$ cat config.mk
export PLATFORM = sky130hd
export DESIGN_NAME = pe_traffic_gen
export DESIGN_NICKNAME = d
export VERILOG_FILES = /design/src/rtl/tree_noc_pkg.sv /design/src/rtl/lfsr16.sv /design/src/rtl/pe_traffic_gen.sv
export SDC_FILE = /design/constraint.sdc
export NUM_CORES = 1
export LEC_CHECK = 0
export BUFFER_PORTS_ARGS = -buffer_cell sky130_fd_sc_hd__buf_2
export CORE_AREA = 2 2 205 207
export DETAILED_ROUTE_END_ITERATION = 10
export DIE_AREA = 0 0 207 209
export HOLD_SLACK_MARGIN = 0.12
export PLACE_DENSITY = 0.6
export SETUP_SLACK_MARGIN = 0.1
export SLEW_MARGIN = 10
export SYNTH_ARGS = -nofsm -noshare
export SYNTH_HDL_FRONTEND = slang
export SYNTH_SLANG_ARGS = --single-unit
$ cat constraint.sdc
create_clock -name clk -period 4.43 [get_ports clk]
set_clock_uncertainty 0.2 [all_clocks]
set_input_delay 0.886 -clock clk [delete_from_list [all_inputs] [get_ports clk]]
set_output_delay 0.886 -clock clk [all_outputs]
set_load 0.05 [all_outputs]
$ cat src/rtl/tree_noc_pkg.sv
// Shared definitions for the traffic generator: pattern encodings, flit layout, FSM states.
// No logic; consumed by pe_traffic_gen and lfsr16.
// Flit layout: timestamp in the low DataWidth bits, destination directly above it, zero padding on top.
package tree_noc_pkg;

    // Traffic pattern encodings carried on i_mode; 7 aliases neighbour.
    localparam logic [2:0] MODE_RANDOM     = 3'd0;
    localparam logic [2:0] MODE_COMPLEMENT = 3'd1;
    localparam logic [2:0] MODE_BITREV     = 3'd2;
    localparam logic [2:0] MODE_ROTATE     = 3'd3;
    localparam logic [2:0] MODE_TRANSPOSE  = 3'd4;
    localparam logic [2:0] MODE_TORNADO    = 3'd5;
    localparam logic [2:0] MODE_NEIGHBOUR  = 3'd6;

    // Flit field offsets.
    localparam int FLIT_TS_LSB = 0;

    function automatic int flit_dest_lsb(input int data_width);
        return data_width;
    endfunction

    // Right-shifting Galois mask for x^16+x^14+x^13+x^11+1.
    localparam logic [15:0] LFSR_TAPS = 16'hB400;

    typedef enum logic [1:0] {
        ST_IDLE,
        ST_GEN,
        ST_SEND,
        ST_DONE
    } state_e;

endpackage

$ cat src/rtl/lfsr16.sv
// 16-bit Galois LFSR; advances one step per cycle while en is high.
// Ports: clk, rst (async active-low, loads seed), en, seed, state (current value).
// No backpressure; state is registered, so the new value appears the cycle after en.
module lfsr16
    import tree_noc_pkg::*;
(
    input  logic        clk,
    input  logic        rst,
    input  logic        en,
    input  logic [15:0] seed,
    output logic [15:0] state
);

    logic [15:0] state_q;
    logic [15:0] state_d;

    always_comb begin
        state_d = state_q;
        if (en) begin
            state_d = {1'b0, state_q[15:1]} ^ (state_q[0] ? LFSR_TAPS : 16'h0000);
        end
    end

    always_ff @(posedge clk or negedge rst) begin
        if (!rst) begin
            state_q <= seed;
        end else begin
            state_q <= state_d;
        end
    end

    assign state = state_q;

endmodule

$ cat src/rtl/pe_traffic_gen.sv
// Synthetic NoC traffic source/sink for one PE: injects PktLimit timestamped flits, measures receive latency.
// Ports: i_data/i_data_valid/o_data_ready receive side; o_data/o_data_valid/i_data_ready transmit side;
//        i_start/i_mode/i_rate run control; o_done, o_sent_count, o_recv_count, o_latency_sum/max status.
// Flit registered one cycle after the inject decision, held stable while i_data_ready is low; sink always ready.
module pe_traffic_gen
    import tree_noc_pkg::*;
#(
    parameter int Address      = 0,
    parameter int NumPE        = 4,
    parameter int AddressWidth = 2,
    parameter int DataWidth    = 32,
    parameter int TotalWidth   = 35,
    parameter int PktLimit     = 100
) (
    input  logic                    clk,
    input  logic                    rst,
    input  logic [TotalWidth-1:0]   i_data,
    input  logic                    i_data_valid,
    output logic                    o_data_ready,
    output logic [TotalWidth-1:0]   o_data,
    output logic                    o_data_valid,
    input  logic                    i_data_ready,
    input  logic                    i_start,
    input  logic [2:0]              i_mode,
    input  logic [7:0]              i_rate,
    output logic                    o_done,
    output logic [31:0]             o_sent_count,
    output logic [31:0]             o_recv_count,
    output logic [DataWidth+15:0]   o_latency_sum,
    output logic [DataWidth-1:0]    o_latency_max
);

    localparam int DestLsb = flit_dest_lsb(DataWidth);
    localparam int TornadoDst   = (Address + (NumPE + 1) / 2) % NumPE;
    localparam int NeighbourDst = (Address + 1) % NumPE;
    localparam logic [AddressWidth-1:0] AddrBits = AddressWidth'(Address);
    localparam logic [31:0] PktLimitW = 32'(PktLimit);
    localparam logic [15:0] Seed = 16'(Address + 1);

    state_e                  state_q, state_d;
    logic [2:0]              mode_q, mode_d;
    logic [TotalWidth-1:0]   data_q, data_d;
    logic                    vld_q, vld_d;
    logic [31:0]             sent_q, sent_d;
    logic [DataWidth-1:0]    cnt_q;
    logic [31:0]             recv_q;
    logic [DataWidth+15:0]   lat_sum_q;
    logic [DataWidth-1:0]    lat_max_q;

    logic [15:0]             lfsr;
    logic                    inject;
    logic [AddressWidth-1:0] dest;
    logic [TotalWidth-1:0]   flit;
    logic [DataWidth-1:0]    lat;
    logic [DataWidth+16:0]   lat_sum_ext;
    logic                    unused_bits;

    lfsr16 u_lfsr (
        .clk   (clk),
        .rst   (rst),
        .en    (state_q != ST_IDLE),
        .seed  (Seed),
        .state (lfsr)
    );

    // Only lfsr[15:8] and the low destination bits feed logic; the
    // upper flit bits carry no receive information.
    assign unused_bits = ^{lfsr, i_data[TotalWidth-1:DataWidth]};

    always_comb begin
        dest = '0;
        case (mode_q)
            MODE_RANDOM:     dest = lfsr[AddressWidth-1:0];
            MODE_COMPLEMENT: dest = ~AddrBits;
            MODE_BITREV:     dest = {<<{AddrBits}};
            MODE_ROTATE:     dest = (AddrBits >> 1) | (AddrBits << (AddressWidth - 1));
            MODE_TRANSPOSE:  dest = (AddrBits >> (AddressWidth / 2))
                                  | (AddrBits << (AddressWidth - AddressWidth / 2));
            MODE_TORNADO:    dest = AddressWidth'(TornadoDst);
            default:         dest = AddressWidth'(NeighbourDst);
        endcase
    end

    always_comb begin
        flit = '0;
        flit[FLIT_TS_LSB +: DataWidth] = cnt_q;
        flit[DestLsb +: AddressWidth]  = dest;
    end

    assign inject = (i_rate == 8'hFF) || (lfsr[15:8] < i_rate);

    always_comb begin
        state_d = state_q;
        mode_d  = mode_q;
        data_d  = data_q;
        vld_d   = vld_q;
        sent_d  = sent_q;
        case (state_q)
            ST_IDLE, ST_DONE: begin
                if (i_start) begin
                    sent_d  = '0;
                    mode_d  = i_mode;
                    state_d = (PktLimit == 0) ? ST_DONE : ST_GEN;
                end
            end
            ST_GEN: begin
                if (inject) begin
                    data_d  = flit;
                    vld_d   = 1'b1;
                    state_d = ST_SEND;
                end
            end
            ST_SEND: begin
                // Dropping valid on acceptance guarantees an idle cycle
                // between flits, since GEN needs a cycle to re-inject.
                if (i_data_ready) begin
                    sent_d  = sent_q + 32'd1;
                    vld_d   = 1'b0;
                    state_d = (sent_d == PktLimitW) ? ST_DONE : ST_GEN;
                end
            end
            default: state_d = ST_IDLE;
        endcase
    end

    always_ff @(posedge clk or negedge rst) begin
        if (!rst) begin
            state_q <= ST_IDLE;
            mode_q  <= '0;
            data_q  <= '0;
            vld_q   <= 1'b0;
            sent_q  <= '0;
        end else begin
            state_q <= state_d;
            mode_q  <= mode_d;
            data_q  <= data_d;
            vld_q   <= vld_d;
            sent_q  <= sent_d;
        end
    end

    // Receive path: latency is modulo the counter width, so a timestamp
    // taken just before a wrap still yields a small positive latency.
    assign lat         = cnt_q - i_data[DataWidth-1:0];
    assign lat_sum_ext = {1'b0, lat_sum_q} + {17'b0, lat};

    always_ff @(posedge clk or negedge rst) begin
        if (!rst) begin
            cnt_q     <= '0;
            recv_q    <= '0;
            lat_sum_q <= '0;
            lat_max_q <= '0;
        end else begin
            cnt_q <= cnt_q + 1'b1;
            if (i_data_valid) begin
                recv_q    <= recv_q + 32'd1;
                lat_sum_q <= lat_sum_ext[DataWidth+16] ? '1 : lat_sum_ext[DataWidth+15:0];
                if (lat > lat_max_q) begin
                    lat_max_q <= lat;
                end
            end
        end
    end

    assign o_data_ready  = 1'b1;
    assign o_data        = data_q;
    assign o_data_valid  = vld_q;
    assign o_done        = (state_q == ST_DONE);
    assign o_sent_count  = sent_q;
    assign o_recv_count  = recv_q;
    assign o_latency_sum = lat_sum_q;
    assign o_latency_max = lat_max_q;

endmodule

==> impl_summary.log, run 1 <==
[metrics] status: complete, but fails checks
[metrics] violated checks: setup timing
[metrics] violation count after the first detailed-route iteration: 807
[metrics] number of placed instances, taps included: 2509
[metrics] initial antenna violation count: 5
[metrics] slew at the pin closest to its max-slew limit: 1030 ps
[metrics] worst setup slack after layout: -256 ps
[metrics] starting utilization of the core area: 35.5%
[metrics] first-pass GRT wire length: around 68000 um
[metrics] maximum net fanout on the critical path: 5
[metrics] data arrival time of the critical path: 4920 ps
[metrics] adder and majority cell fraction of the synthesized area: 9.66%
[metrics] count of flip-flops with a built-in enable after synthesis: 0
[metrics] vias after detailed routing: 13200
[metrics] Worst R2R Path Depth: 20
[metrics] proportion of layout cells with a drive suffix above 1: a little under two fifths
[metrics] MaxCap Viol Count: 0
[metrics] final weighted congestion of routability-driven global placement: 0.889
[metrics] dominant cells by area after synthesis: dfrtp_1 (39%), ha_1 (9.4%), mux2_2 (6.4%)
[metrics] Die ar.: 0.0433 sq mm
[metrics] critical path required time: 4660 ps
[metrics] overall global routing resource usage: 19.1%
[metrics] Avg Synthesized Cell Area: between 9 and 10 sq um
[metrics] IO Count: 233
[metrics] drc violations: 0
[metrics] origin of the critical flop-to-flop path: cnt_q[0]
[metrics] Slowest Stage Delay on Critical Path: around 350 ps
[metrics] area of the mapped netlist: 0.0147 sq mm
[metrics] Vias/cell: 5.07
[metrics] final std cells w/o fill: 2599
[metrics] count of fill cells added during filler insertion: 3841
[metrics] Fmax: 0.213 GHz
[metrics] maximum vdd ir drop: 0.262 mV
[metrics] gate count after technology mapping: about 1600
[metrics] clock latency of the later-clocked register in the worst-skew pair: 550 ps
[metrics] clock tree from TritonCTS: yes
[metrics] clock share of power: 20.8%
[metrics] ys flop type: dfrtp_1
[metrics] Synth cell types: 78
[metrics] H-Tree Level Count: 1
[metrics] width of the chip: 207 um
[metrics] buffers from clock root to sink, at most: 3
[metrics] PnR Total Power: around 12 mW
[metrics] final hold violations: 0
[metrics] register bit total from synthesis: 232
[metrics] switching part of the total power: approximately 44%
[metrics] crit path launch type: input pin
[metrics] type of element capturing the critical path: register
[metrics] post-route design area: 0.0201 sq mm
[metrics] Crit-path slowest cell: a211o_4
[metrics] sequential share of power: 25.7%
[metrics] worst hold margin: 141 ps
[metrics] total number of nets in the final design: 2198
[metrics] Worst Hold Class: in2async
[metrics] final antenna-violating net count: 0
[metrics] category of the critical setup timing path: in2reg
[metrics] most frequent CP cell: buf_4
[metrics] Compound-Gate Fraction of Synth Area: 16.4%
[metrics] slack of the worst reg-to-reg path: -210 ps
[metrics] Power Dens Cells: slightly below 600 mW/mm^2
[metrics] Root Buffer: clkbuf_16
[metrics] number of buffer cells added on primary ports: about 230
[metrics] proportion of synthesized area in mux cells: 6.54%
[metrics] pin count of the biggest net entering global routing: 99
[metrics] proportion of synthesized flip-flops having asynchronous set or reset: 100%
[metrics] Die Y: about 210 um
[metrics] post-synthesis xor/xnor area fraction: 7.94%
[metrics] number of placement rows: 75
[metrics] via count of the first global-routing pass: 12900
[metrics] grt total ovfl: 0
[metrics] area share of and/or/nand/nor cells after synthesis: 15.5%
[metrics] Seq/Total Area, Yosys: 39.6%
[metrics] main combinational cell family by area after synthesis: compound AO/OA/AOI/OAI gates
[metrics] net count after synthesis: 1721
[metrics] Int Pwr: between 6 and 7 mW
[metrics] quantity of hold-fixing buffers added after cts: 0
[metrics] area delta synth->final: 37.2%
[metrics] total CTS buffers: 28
[metrics] setup repair after global routing missed its margin: yes
[metrics] router iterations before antenna repair: 5
[metrics] min Tclk post-route: 4690 ps
[metrics] wirelength, routed: ~43000 um
[metrics] Clock transition at path regs: 60 ps
[metrics] relative slew slack: 31.0%
[metrics] Worst path top cell family by delay: compound AO/OA/AOI/OAI gates
[metrics] combinational cell fraction of total power: 53.5%
[metrics] wire length per cell: 16.5 um
[metrics] number of setup violations in the final report: 80
[metrics] post-placement cell area: between 0.015 and 0.02 sq mm
[metrics] fin. max-slew vios: 0
[metrics] critical-path cell list: buf_2 > inv_1 > ha_4 > buf_4 > and2_1 > a21oi_1 > o21bai_1 > or2_4 > nand3_2 > nor2_1 > nor3b_2 > xnor2_2 > ha_1 > buf_4 > and4_1 > a211o_1 > a211o_4 > a31oi_4 > o21ai_4 > nor3b_4 > mux2_4
[metrics] count of warnings emitted by yosys: 0
[metrics] Leak Pwr: 10.1 nW
[metrics] top cell type's share of synthesized area: about two fifths
[metrics] number of buffers and inverters on the critical path: 4
[metrics] CTS Sinks: 232
[metrics] placed wire-length estimate after detailed placement: between 30000 and 40000 um
[metrics] P_sw: 5.19 mW
[metrics] share of the clock period used by the worst path after layout: 106%
[metrics] worst r2r dst: o_latency_sum[41]
[metrics] floorplan core area: 0.0413 sq mm
[metrics] total negative slack: -10420 ps
[metrics] Yosys top cell by area: dfrtp_1
-- cells in the mapped netlist, drive strengths merged (2+ instances only) --
library cell,n
a21oi,91
and2,13
o22a,10
nor2,121
a21boi,3
o21bai,11
a211o,5
a21o,38
fa,2
clkbuf,36
or3,3
ha,110
or2,3
buf,22
o31a,3
conb,2
a2111oi,3
nand4,37
o41ai,3
a31o,3
and4,12
nor3b,3
nand2,118
o21ai,120
a22o,3
nor4,8
mux2,84
nor2b,7
a211oi,9
nand3,64
dfrtp,231
a32oi,3
and3,40
nor3,18
o31ai,10
inv,88
nand2b,14
xnor2,88
o211ai,6
o21a,10
a31oi,43
xor2,45
-- what timing repair did --
| item | 4_1_cts | 5_1_grt |
|---|---|---|
| pin swaps | 53 | 28 |
| gates resized for setup | 83 | 49 |
| endpoints found under the hold margin | 0 | 0 |
| gates cloned | 3 | 2 |
| endpoints found under the setup margin | 80 | 80 |
| buffers inserted | 22 | 9 |
-- worst reg2reg max path, delay by kind of cell, from the launching register on --
| family | cells | cell delay, ps |
|---|---|---|
| compound gates | 11 | 2200 |
| fa+ha+maj | 3 | 820 |
| flops | 1 | 390 |
| buf+inv | 3 | 300 |
| mux | 1 | 290 |
| xor+xnor | 1 | 170 |
| simple gates | 1 | 170 |
-- power groups by stage --
stage	combinational [mW]	clock (mW)	sequential, mW
2_1_floorplan	2.62	0	4.25
3_3_place_gp	5.71	0	3.00
3_5_place_dp	5.79	0	3.02
5_1_grt	6.71	2.59	3.06
6_report	6.26	2.43	3.00
4_1_cts	6.03	2.49	2.98
-- worst max-delay path by stage --
stage                    from           endpoint  cells past startpoint
finish              i_data[8]  o_latency_sum[41]                     21
global route         cnt_q[0]  o_latency_sum[46]                     22
CTS                  cnt_q[0]  o_latency_sum[46]                     22
detailed placement  i_data[1]   o_latency_sum[6]                     22
global placement    i_data[1]  o_latency_sum[46]                     22
floorplan           i_data[0]  o_latency_sum[40]                     20
-- state kept, by name, indices dropped and copies added, names as in the netlist --
register       cells
cnt_q             32
mode_q             3
o_data            34
o_data_valid       1
o_latency_max     32
o_latency_sum     48
o_recv_count      32
o_sent_count      32
state_q            2
u_lfsr.state      16
-- placed cells by master, fill, tap and decap left out, types with 9 or more instances in the layout --
cell type    n
nand2_1    112
xnor2_1     76
nand2b_1    13
o21ai_0     93
a21oi_2     16
a21oi_1     73
buf_4      259
o21ai_1     17
o21a_1      10
and2_1       9
and4_1      12
inv_1       86
buf_6       12
nor2_1     112
nand4_1     37
xnor2_2     12
and3_1      34
o21bai_1    11
dfrtp_1    231
nand3_1     59
mux2_2      78
buf_2      226
ha_1       102
o22a_1      10
nor3_1      14
xor2_1      45
a31oi_1     35
a21o_1      33
clkbuf_16   30
-- routing by layer --
| layer | vias to the layer above | part of all wire [%] | track usage, % |
|---|---|---|---|
| li1 | 6523 | - | - |
| met1 | 6292 | 43 | 24.4 |
| met2 | 305 | 48 | 32.6 |
| met3 | 51 | 6.2 | 4.39 |
| met4 | 4 | 2.1 | 4.83 |
| met5 | - | 0.063 | 0 |
-- per-stage QoR --
stage / utilization [%] / worst slack [ps]
2_1_floorplan: - / -529
3_3_place_gp: 44.0 / -930
3_5_place_dp: 44.0 / -1030
4_1_cts: 47.8 / -197
5_1_grt: 48.7 / -440
6_report: 48.7 / -256
-- cell type report --
| class | instances | area, sq um | area share (%) |
|---|---|---|---|
| multi-input combinational | 1179 | 8920 | 44.3 |
| sequential | 232 | 5810 | 28.9 |
| timing repair buffer | 506 | 3400 | 16.9 |
| clock buffer | 38 | 830 | 4.12 |
| tap | 539 | 674 | 3.35 |
| inverter | 88 | 330 | 1.64 |
| clock inverter | 14 | 155 | 0.771 |
| antenna | 3 | 7.51 | 0.0373 |
-- cells by family (layout without fill, tap and decap cells) --
| family | count (synthesis) | after routing |
|---|---|---|
| simple gates | 465 | 465 |
| xor+xnor | 133 | 133 |
| buf+inv | 147 | 646 |
| other cells | 2 | 5 |
| fa+ha+maj | 112 | 112 |
| mux | 85 | 85 |
| compound gates | 382 | 382 |
| flops | 232 | 232 |
No activity file was read; power rests on OpenSTA's default activity.
==> run 2, diff against run 1 <==
--- a/config.mk
+++ b/config.mk
@@ -9,6 +9,7 @@
 export CORE_AREA = 2 2 205 207
 export DETAILED_ROUTE_END_ITERATION = 10
 export DIE_AREA = 0 0 207 209
+export GPL_ROUTABILITY_DRIVEN = 0
 export HOLD_SLACK_MARGIN = 0.12
 export PLACE_DENSITY = 0.6
 export SETUP_SLACK_MARGIN = 0.1
==> constraint.sdc (replaced) <==
create_clock -name clk -period 4.43 [get_ports clk]
set_clock_uncertainty 0.2 [all_clocks]
set_input_delay 0.6645 -clock clk [delete_from_list [all_inputs] [get_ports clk]]
set_output_delay 0.6645 -clock clk [all_outputs]
set_load 0.05 [all_outputs]
==> run 2 against run 1 <==
  * The flow still finishes with violations (setup timing)
  * Via count rose by 0.83%
  * Combinational power rose by 4.6%
  * Clock-buffer cell count rose by 1
  * Worst hold slack improved by 6.8 ps
  * Sequential power barely moved
==> impl_summary.log, run 2 (synthesis results as in run 1) <==
[metrics] Clock transition at path regs: 70 ps (about the same)
[metrics] capturing element of the worst setup path: o_latency_sum[41]
[metrics] critical-path cell list: inv_2 > ha_4 > inv_2 > fa_2 > a211oi_2 > o21ai_1 > o211ai_1 > inv_1 > o21a_1 > buf_6 > nand4_1 > a21oi_2 > ha_1 > a21o_1 > nor3_2 > a21oi_1 > a211o_1 > a211o_4 > a31oi_4 > o21ai_4 > nor3b_4 > mux2_4
[metrics] top library cells by usage in the layout, fill and taps aside: buf_4 (237), dfrtp_1 (231), buf_2 (226), nand2_1 (109), nor2_1 (107)
[metrics] clock tree from TritonCTS: yes
[metrics] overall global routing resource usage: 19.1% (about the same)
[metrics] total CTS buffers: 29 (+3.6%)
[metrics] proportion of layout cells with a drive suffix above 1: 38.8% (+1.6 points)
[metrics] number of placement rows: 75 (unchanged)
[metrics] data arrival time of the critical path: 4860 ps (-60 ps)
[metrics] violation count after the first detailed-route iteration: 808 (+0.12%)
[metrics] Slowest Stage Delay on Critical Path: 380 ps (+30 ps)
[metrics] critical path required time: 4690 ps (+30 ps)
[metrics] relative slew slack: 26.9% (-4.1 points)
[metrics] Worst R2R Path Depth: 22 (+10%)
[metrics] IO Count: 233 (unchanged)
[metrics] Die Y: 209 um (unchanged)
[metrics] worst hold margin: 148 ps (+6.78 ps)
[metrics] MaxCap Viol Count: 0 (unchanged)
[metrics] Leak Pwr: 10.2 nW (+0.71%)
[metrics] number of buffer cells added on primary ports: 227 (unchanged)
[metrics] most frequent CP cell: inv_2
[metrics] Root Buffer: clkbuf_16
[metrics] area delta synth->final: 39.8%
[metrics] fin. max-slew vios: 0 (unchanged)
[metrics] slew at the pin closest to its max-slew limit: 1100 ps (+61.7 ps)
[metrics] number of setup violations in the final report: 69 (-14%)
[metrics] violated checks: setup timing
[metrics] origin of the critical flop-to-flop path: cnt_q[0]
[metrics] pin count of the biggest net entering global routing: 112 (+13%)
[metrics] slack of the worst reg-to-reg path: -170 ps (+40 ps)
[metrics] via count of the first global-routing pass: 12900 (+0.30%)
[metrics] initial antenna violation count: 6 (+1)
[metrics] grt total ovfl: 0 (unchanged)
[metrics] crit path launch type: register
[metrics] vias after detailed routing: 13300 (+0.83%)
[metrics] min Tclk post-route: 4600 ps (-83.0 ps)
[metrics] wirelength, routed: 43700 um (+2.0%)
[metrics] buffers from clock root to sink, at most: 3 (unchanged)
[metrics] Vias/cell: 5.12 (+1.0%)
[metrics] most common cell after layout, fill and taps aside: buf_4
[metrics] category of the critical setup timing path: reg2reg
[metrics] number of placed instances, taps included: 2499 (-0.40%)
[metrics] clock latency of the later-clocked register in the worst-skew pair: 570 ps (+20 ps)
[metrics] share of the clock period used by the worst path after layout: 104% (-1.9 points)
[metrics] Power Dens Cells: 592 mW/mm^2 (+1.9%)
[metrics] type of element capturing the critical path: register
[metrics] number of flip-flops under the largest register name: 48 (unchanged)
[metrics] router iterations before antenna repair: 7 (+2)
[metrics] Fmax: 0.217 GHz (+1.8%)
[metrics] worst setup slack after layout: -173 ps (+83.0 ps)
[metrics] Worst Hold Class: in2reg
[metrics] starting utilization of the core area: 35.5% (unchanged)
[metrics] status: complete, but fails checks
[metrics] maximum net fanout on the critical path: 3 (-2)
[metrics] worst slack at placement: -785 ps (+246 ps)
[metrics] floorplan core area: 0.0413 sq mm (unchanged)
[metrics] final hold violations: 0 (unchanged)
[metrics] total number of nets in the final design: 2192 (-0.27%)
[metrics] drc violations: 0 (unchanged)
[metrics] CTS Sinks: 232 (unchanged)
[metrics] wire length per cell: 16.8 um (+2.2%)
[metrics] placed wire-length estimate after detailed placement: 31900 um (-1.4%)
[metrics] setup repair after global routing missed its margin: yes
[metrics] H-Tree Level Count: 1 (unchanged)
[metrics] final antenna-violating net count: 0 (unchanged)
[metrics] width of the chip: 207 um (unchanged)
[metrics] Die ar.: 0.0433 sq mm (unchanged)
[metrics] Crit-path slowest cell: dfrtp_1
[metrics] final std cells w/o fill: 2594 (-0.19%)
[metrics] Setup crit start: cnt_q[0]
[metrics] first-pass GRT wire length: 68000 um (+0.15%)
[metrics] maximum vdd ir drop: 0.323 mV (+23%)
[metrics] worst r2r dst: o_latency_sum[41]
run 2: changes by cell type in the layout (fill, tap and decap cells not counted), sizes merged, moves of 2 or more:
cell	previous run	this run
clkbuf	39	41
clkinv	10	5
dlygate4sd3	0	3
inv	88	90
clkinvlp	1	3
buf	505	493
bufinv	3	5
run 2: routing by layer:
metal  track usage (%)  up-vias  wire [um]
li1                  -     6515          -
met4              4.98        4       1000
met1              24.8     6383      19000
met2              31.9      321      21000
met3              4.67       61       2640
met5                 0        -         28
run 2: metrics by stage:
step | setup TNS [ps] | utilization [%] | power [mW] | area (sq um)
floorplan | -6880 | - | 6.86 | 14800
global placement | -45700 | 43.8 | 8.74 | 18100
detailed placement | -53430 | 43.8 | 8.83 | 18100
CTS | -6150 | 47.8 | 11.7 | 19700
global route | -24260 | 49.7 | 12.8 | 20500
finish | -5090 | 49.7 | 12.1 | 20500
run 2: report_power, final:
group	total, mW	leakage (nW)	internal [mW]	switching, mW
Clock	2.57	0.505	1.60	0.977
Combinational	6.55	6.67	2.63	3.92
Sequential	3.02	3.01	2.54	0.475
run 2: final cells by class:
cell class	count	area, sq um
clock buffer	39	823
clock inverter	15	223
timing repair buffer	498	3400
tap	539	674
antenna	3	7.51
fill	3774	20800
multi-input combinational	1180	9240
inverter	88	330
sequential	232	5810
run 2: worst max-delay path: cells and delay by family (launching register included):
kind	cells	cell delay [ps]
AOI/OAI and AO/OA	11	2110
adders and majority gates	3	800
DFF	1	380
and+or+nand+nor	3	370
buffers and inverters	4	330
muxes	1	290
run 2: worst min-delay path by stage:
stage / start / to / slack (ps) / depth (start not counted)
after floorplan: rst / cnt_q[0] / 170 / 0
final: i_mode[1] / mode_q[1] / 150 / 2
after global placement: o_data[0] / o_data[0] / 260 / 2
after CTS: i_mode[1] / mode_q[1] / 120 / 2
after global routing: i_mode[1] / mode_q[1] / 140 / 2
after detailed placement: o_recv_count[31] / o_recv_count[31] / 270 / 1
run 2: timing repair:
item | CTS | global route
cloned | 4 | 4
setup buffers | 18 | 17
pin swaps | 33 | 31
resized for setup | 66 | 127
hold buffers | 3 | 0
endpoints found under the hold margin | 110 | 0
setup endpoints to repair | 80 | 80
==> run 3, diff against run 2 <==
--- a/config.mk
+++ b/config.mk
@@ -6,12 +6,14 @@
 export NUM_CORES = 1
 export LEC_CHECK = 0
 export BUFFER_PORTS_ARGS = -buffer_cell sky130_fd_sc_hd__buf_2
-export CORE_AREA = 2 2 205 207
+export CELL_PAD_IN_SITES_DETAIL_PLACEMENT = 1
+export CELL_PAD_IN_SITES_GLOBAL_PLACEMENT = 2
+export CORE_AREA = 2 2 218 220
 export DETAILED_ROUTE_END_ITERATION = 10
-export DIE_AREA = 0 0 207 209
+export DIE_AREA = 0 0 220 222
 export GPL_ROUTABILITY_DRIVEN = 0
 export HOLD_SLACK_MARGIN = 0.12
-export PLACE_DENSITY = 0.6
+export PLACE_DENSITY = 0.79
 export SETUP_SLACK_MARGIN = 0.1
 export SLEW_MARGIN = 10
 export SYNTH_ARGS = -nofsm -noshare
==> run 3 against run 2 <==
  * The flow still finishes with violations (setup timing)
  * Critical path depth unchanged
  * Clock power decreased by 7%
  * Non-clock buffer count increased by 11
  * Clock-buffer cell count unchanged
  * First-iteration DRC count decreased by 31%
==> impl_summary.log, run 3 (synthesis results as in run 1) <==
[metrics] IO Count: 233 (unchanged)
[metrics] Clock transition at path regs: 60 ps (about the same)
[metrics] drc violations: 0 (unchanged)
[metrics] area delta synth->final: 39.0%
[metrics] Die ar.: 0.0488 sq mm (+13%)
[metrics] sum of met3 wire segment lengths after detailed routing: 1850 um (-30%)
[metrics] most common cell after layout, fill and taps aside: buf_4
[metrics] share of the clock period used by the worst path after layout: 106% (+2.3 points)
[metrics] pin count of the biggest net entering global routing: 106 (-5.4%)
[metrics] final hold violations: 0 (unchanged)
[metrics] number of buffer cells added on primary ports: 227 (unchanged)
[metrics] clock latency of the later-clocked register in the worst-skew pair: 590 ps (+20 ps)
[metrics] Leak Pwr: 10.2 nW (-0.28%)
[metrics] slew at the pin closest to its max-slew limit: 1170 ps (+73.9 ps)
[metrics] worst setup slack after layout: -275 ps (-102 ps)
[metrics] starting utilization of the core area: 31.7% (-3.8 points)
[metrics] setup repair after global routing missed its margin: yes
[metrics] MaxCap Viol Count: 0 (unchanged)
[metrics] Power Dens Cells: 587 mW/mm^2 (-0.91%)
[metrics] placed wire-length estimate after detailed placement: 36800 um (+15%)
[metrics] CTS Sinks: 232 (unchanged)
[metrics] via count of the first global-routing pass: 14400 (+11%)
[metrics] number of placement rows: 79 (+5.3%)
[metrics] violated checks: setup timing
[metrics] routed length on met2: 24000 um (+14%)
[metrics] min Tclk post-route: 4710 ps (+102 ps)
[metrics] vias after detailed routing: 13600 (+2.6%)
[metrics] critical path required time: 4700 ps (about the same)
[metrics] final antenna-violating net count: 0 (unchanged)
[metrics] uppermost routed layer: met5
[metrics] Die Y: 222 um (+6.2%)
[metrics] crit path launch type: register
[metrics] Setup crit start: cnt_q[0]
[metrics] maximum vdd ir drop: 0.546 mV (+69%)
[metrics] type of element capturing the critical path: register
[metrics] Fmax: 0.213 GHz (-2.2%)
[metrics] initial antenna violation count: 1 (-5)
[metrics] top library cells by usage in the layout, fill and taps aside: buf_4 (258), dfrtp_1 (231), buf_2 (226), nand2_1 (110), nor2_1 (108)
[metrics] detailed-routing wirelength on met1: 22700 um (+20%)
[metrics] first-pass GRT wire length: 78600 um (+16%)
[metrics] maximum net fanout on the critical path: 6 (+3)
[metrics] post-placement cell area: 0.0183 sq mm (+0.86%)
[metrics] origin of the critical flop-to-flop path: cnt_q[0]
[metrics] relative slew slack: 22.0% (-4.9 points)
[metrics] clock tree from TritonCTS: yes
[metrics] total number of nets in the final design: 2204 (+0.55%)
[metrics] number of setup violations in the final report: 80 (+16%)
[metrics] worst r2r dst: o_latency_sum[47]
[metrics] Worst R2R Path Depth: 22 (unchanged)
[metrics] fin. max-slew vios: 0 (unchanged)
[metrics] category of the critical setup timing path: reg2reg
[metrics] Worst Hold Class: in2reg
[metrics] wirelength, routed: 49900 um (+14%)
[metrics] worst slack at placement: -1020 ps (-235 ps)
[metrics] overall global routing resource usage: 19.9% (+0.77 points)
[metrics] grt total ovfl: 0 (unchanged)
[metrics] wire length per cell: 18.7 um (+11%)
[metrics] buffers from clock root to sink, at most: 3 (unchanged)
[metrics] H-Tree Level Count: 1 (unchanged)
[metrics] number of flip-flops under the largest register name: 48 (unchanged)
[metrics] capturing element of the worst setup path: o_latency_sum[47]
[metrics] count of fill cells added during filler insertion: 5324 (+41%)
[metrics] width of the chip: 220 um (+6.3%)
[metrics] Vias/cell: 5.10 (-0.33%)
[metrics] proportion of layout cells with a drive suffix above 1: 38.7% (-0.16 points)
[metrics] data arrival time of the critical path: 4970 ps (+110 ps)
[metrics] slack of the worst reg-to-reg path: -280 ps (-100 ps)
[metrics] status: complete, but fails checks
[metrics] router iterations before antenna repair: 5 (-2)
[metrics] floorplan core area: 0.0463 sq mm (+12%)
[metrics] violation count after the first detailed-route iteration: 558 (-31%)
[metrics] post-route design area: 0.0204 sq mm (-0.61%)
[metrics] Root Buffer: clkbuf_16
[metrics] total CTS buffers: 30 (+3.4%)
-- run 3: worst min path at each step --
stage          cells past startpoint  slack (ps)              from          endpoint
3_3_place_gp                       1         260  o_recv_count[31]  o_recv_count[31]
3_5_place_dp                       2         270         o_data[0]         o_data[0]
6_report                           2         180      i_data_valid   o_recv_count[0]
5_1_grt                            2         180      i_data_valid   o_recv_count[0]
4_1_cts                            2         150      i_data_valid   o_recv_count[0]
2_1_floorplan                      0         170               rst          cnt_q[0]
-- run 3: report_power, final --
part	switching (mW)	leakage [nW]	internal, mW
clock	1.01	0.475	1.38
combinational	4.02	6.67	2.57
sequential	0.443	3.01	2.54
-- run 3: worst max-delay path, stage by stage (launching register included) --
cell and delay [ps]:
dfrtp_1 400, inv_2 100, ha_4 140, inv_2 30
fa_2 340, a211oi_2 220, o21ai_1 120, o211ai_1 140
o21ai_2 140, a211oi_4 310, buf_6 160, o31ai_4 70
xor2_2 250, ha_1 280, and3_4 180, and2_4 150
a22o_1 250, a311oi_2 320, buf_4 200, a211oi_2 80
nand2_2 150, nand2_1 80, mux2_4 270
-- run 3: what timing repair did --
action | CTS | global route
hold buffers | 4 | 0
pin swaps | 55 | 22
gates resized for setup | 91 | 78
endpoints found under the setup margin | 80 | 80
setup buffers | 23 | 8
endpoints found under the hold margin | 106 | 0
cloned | 3 | 1
-- run 3: area by class of cell --
cell class | instances | area [sq um] | area share, %
Antenna cell | 1 | 2.50 | 0.0123
Clock buffer | 39 | 835 | 4.09
Clock inverter | 15 | 120 | 0.589
Inverter | 88 | 330 | 1.62
Multi-Input combinational cell | 1180 | 9100 | 44.6
Sequential cell | 232 | 5810 | 28.5
Tap cell | 607 | 759 | 3.73
Timing Repair Buffer | 509 | 3430 | 16.8
-- run 3: per-stage QoR --
step | power (mW) | instances | hold slack (ps) | setup TNS, ps | util [%]
final | 12.0 | 2671 | 176 | -13200 | 44.1
after global placement | 8.82 | 2578 | 258 | -63570 | 39.5
after global routing | 12.6 | 2670 | 181 | -28310 | 44.1
after CTS | 11.8 | 2662 | 148 | -9460 | 43.1
after floorplan | 6.86 | 1558 | 169 | -6880 | -
after detailed placement | 9.00 | 2578 | 266 | -70570 | 39.5
-- run 3: layer usage --
layer  global-route usage, %  vias to the layer above
li1                        -                     6526
met1                    26.4                     6805
met3                    3.22                       71
met2                    33.3                      229
met5                       0                        -
met4                    5.30                        2
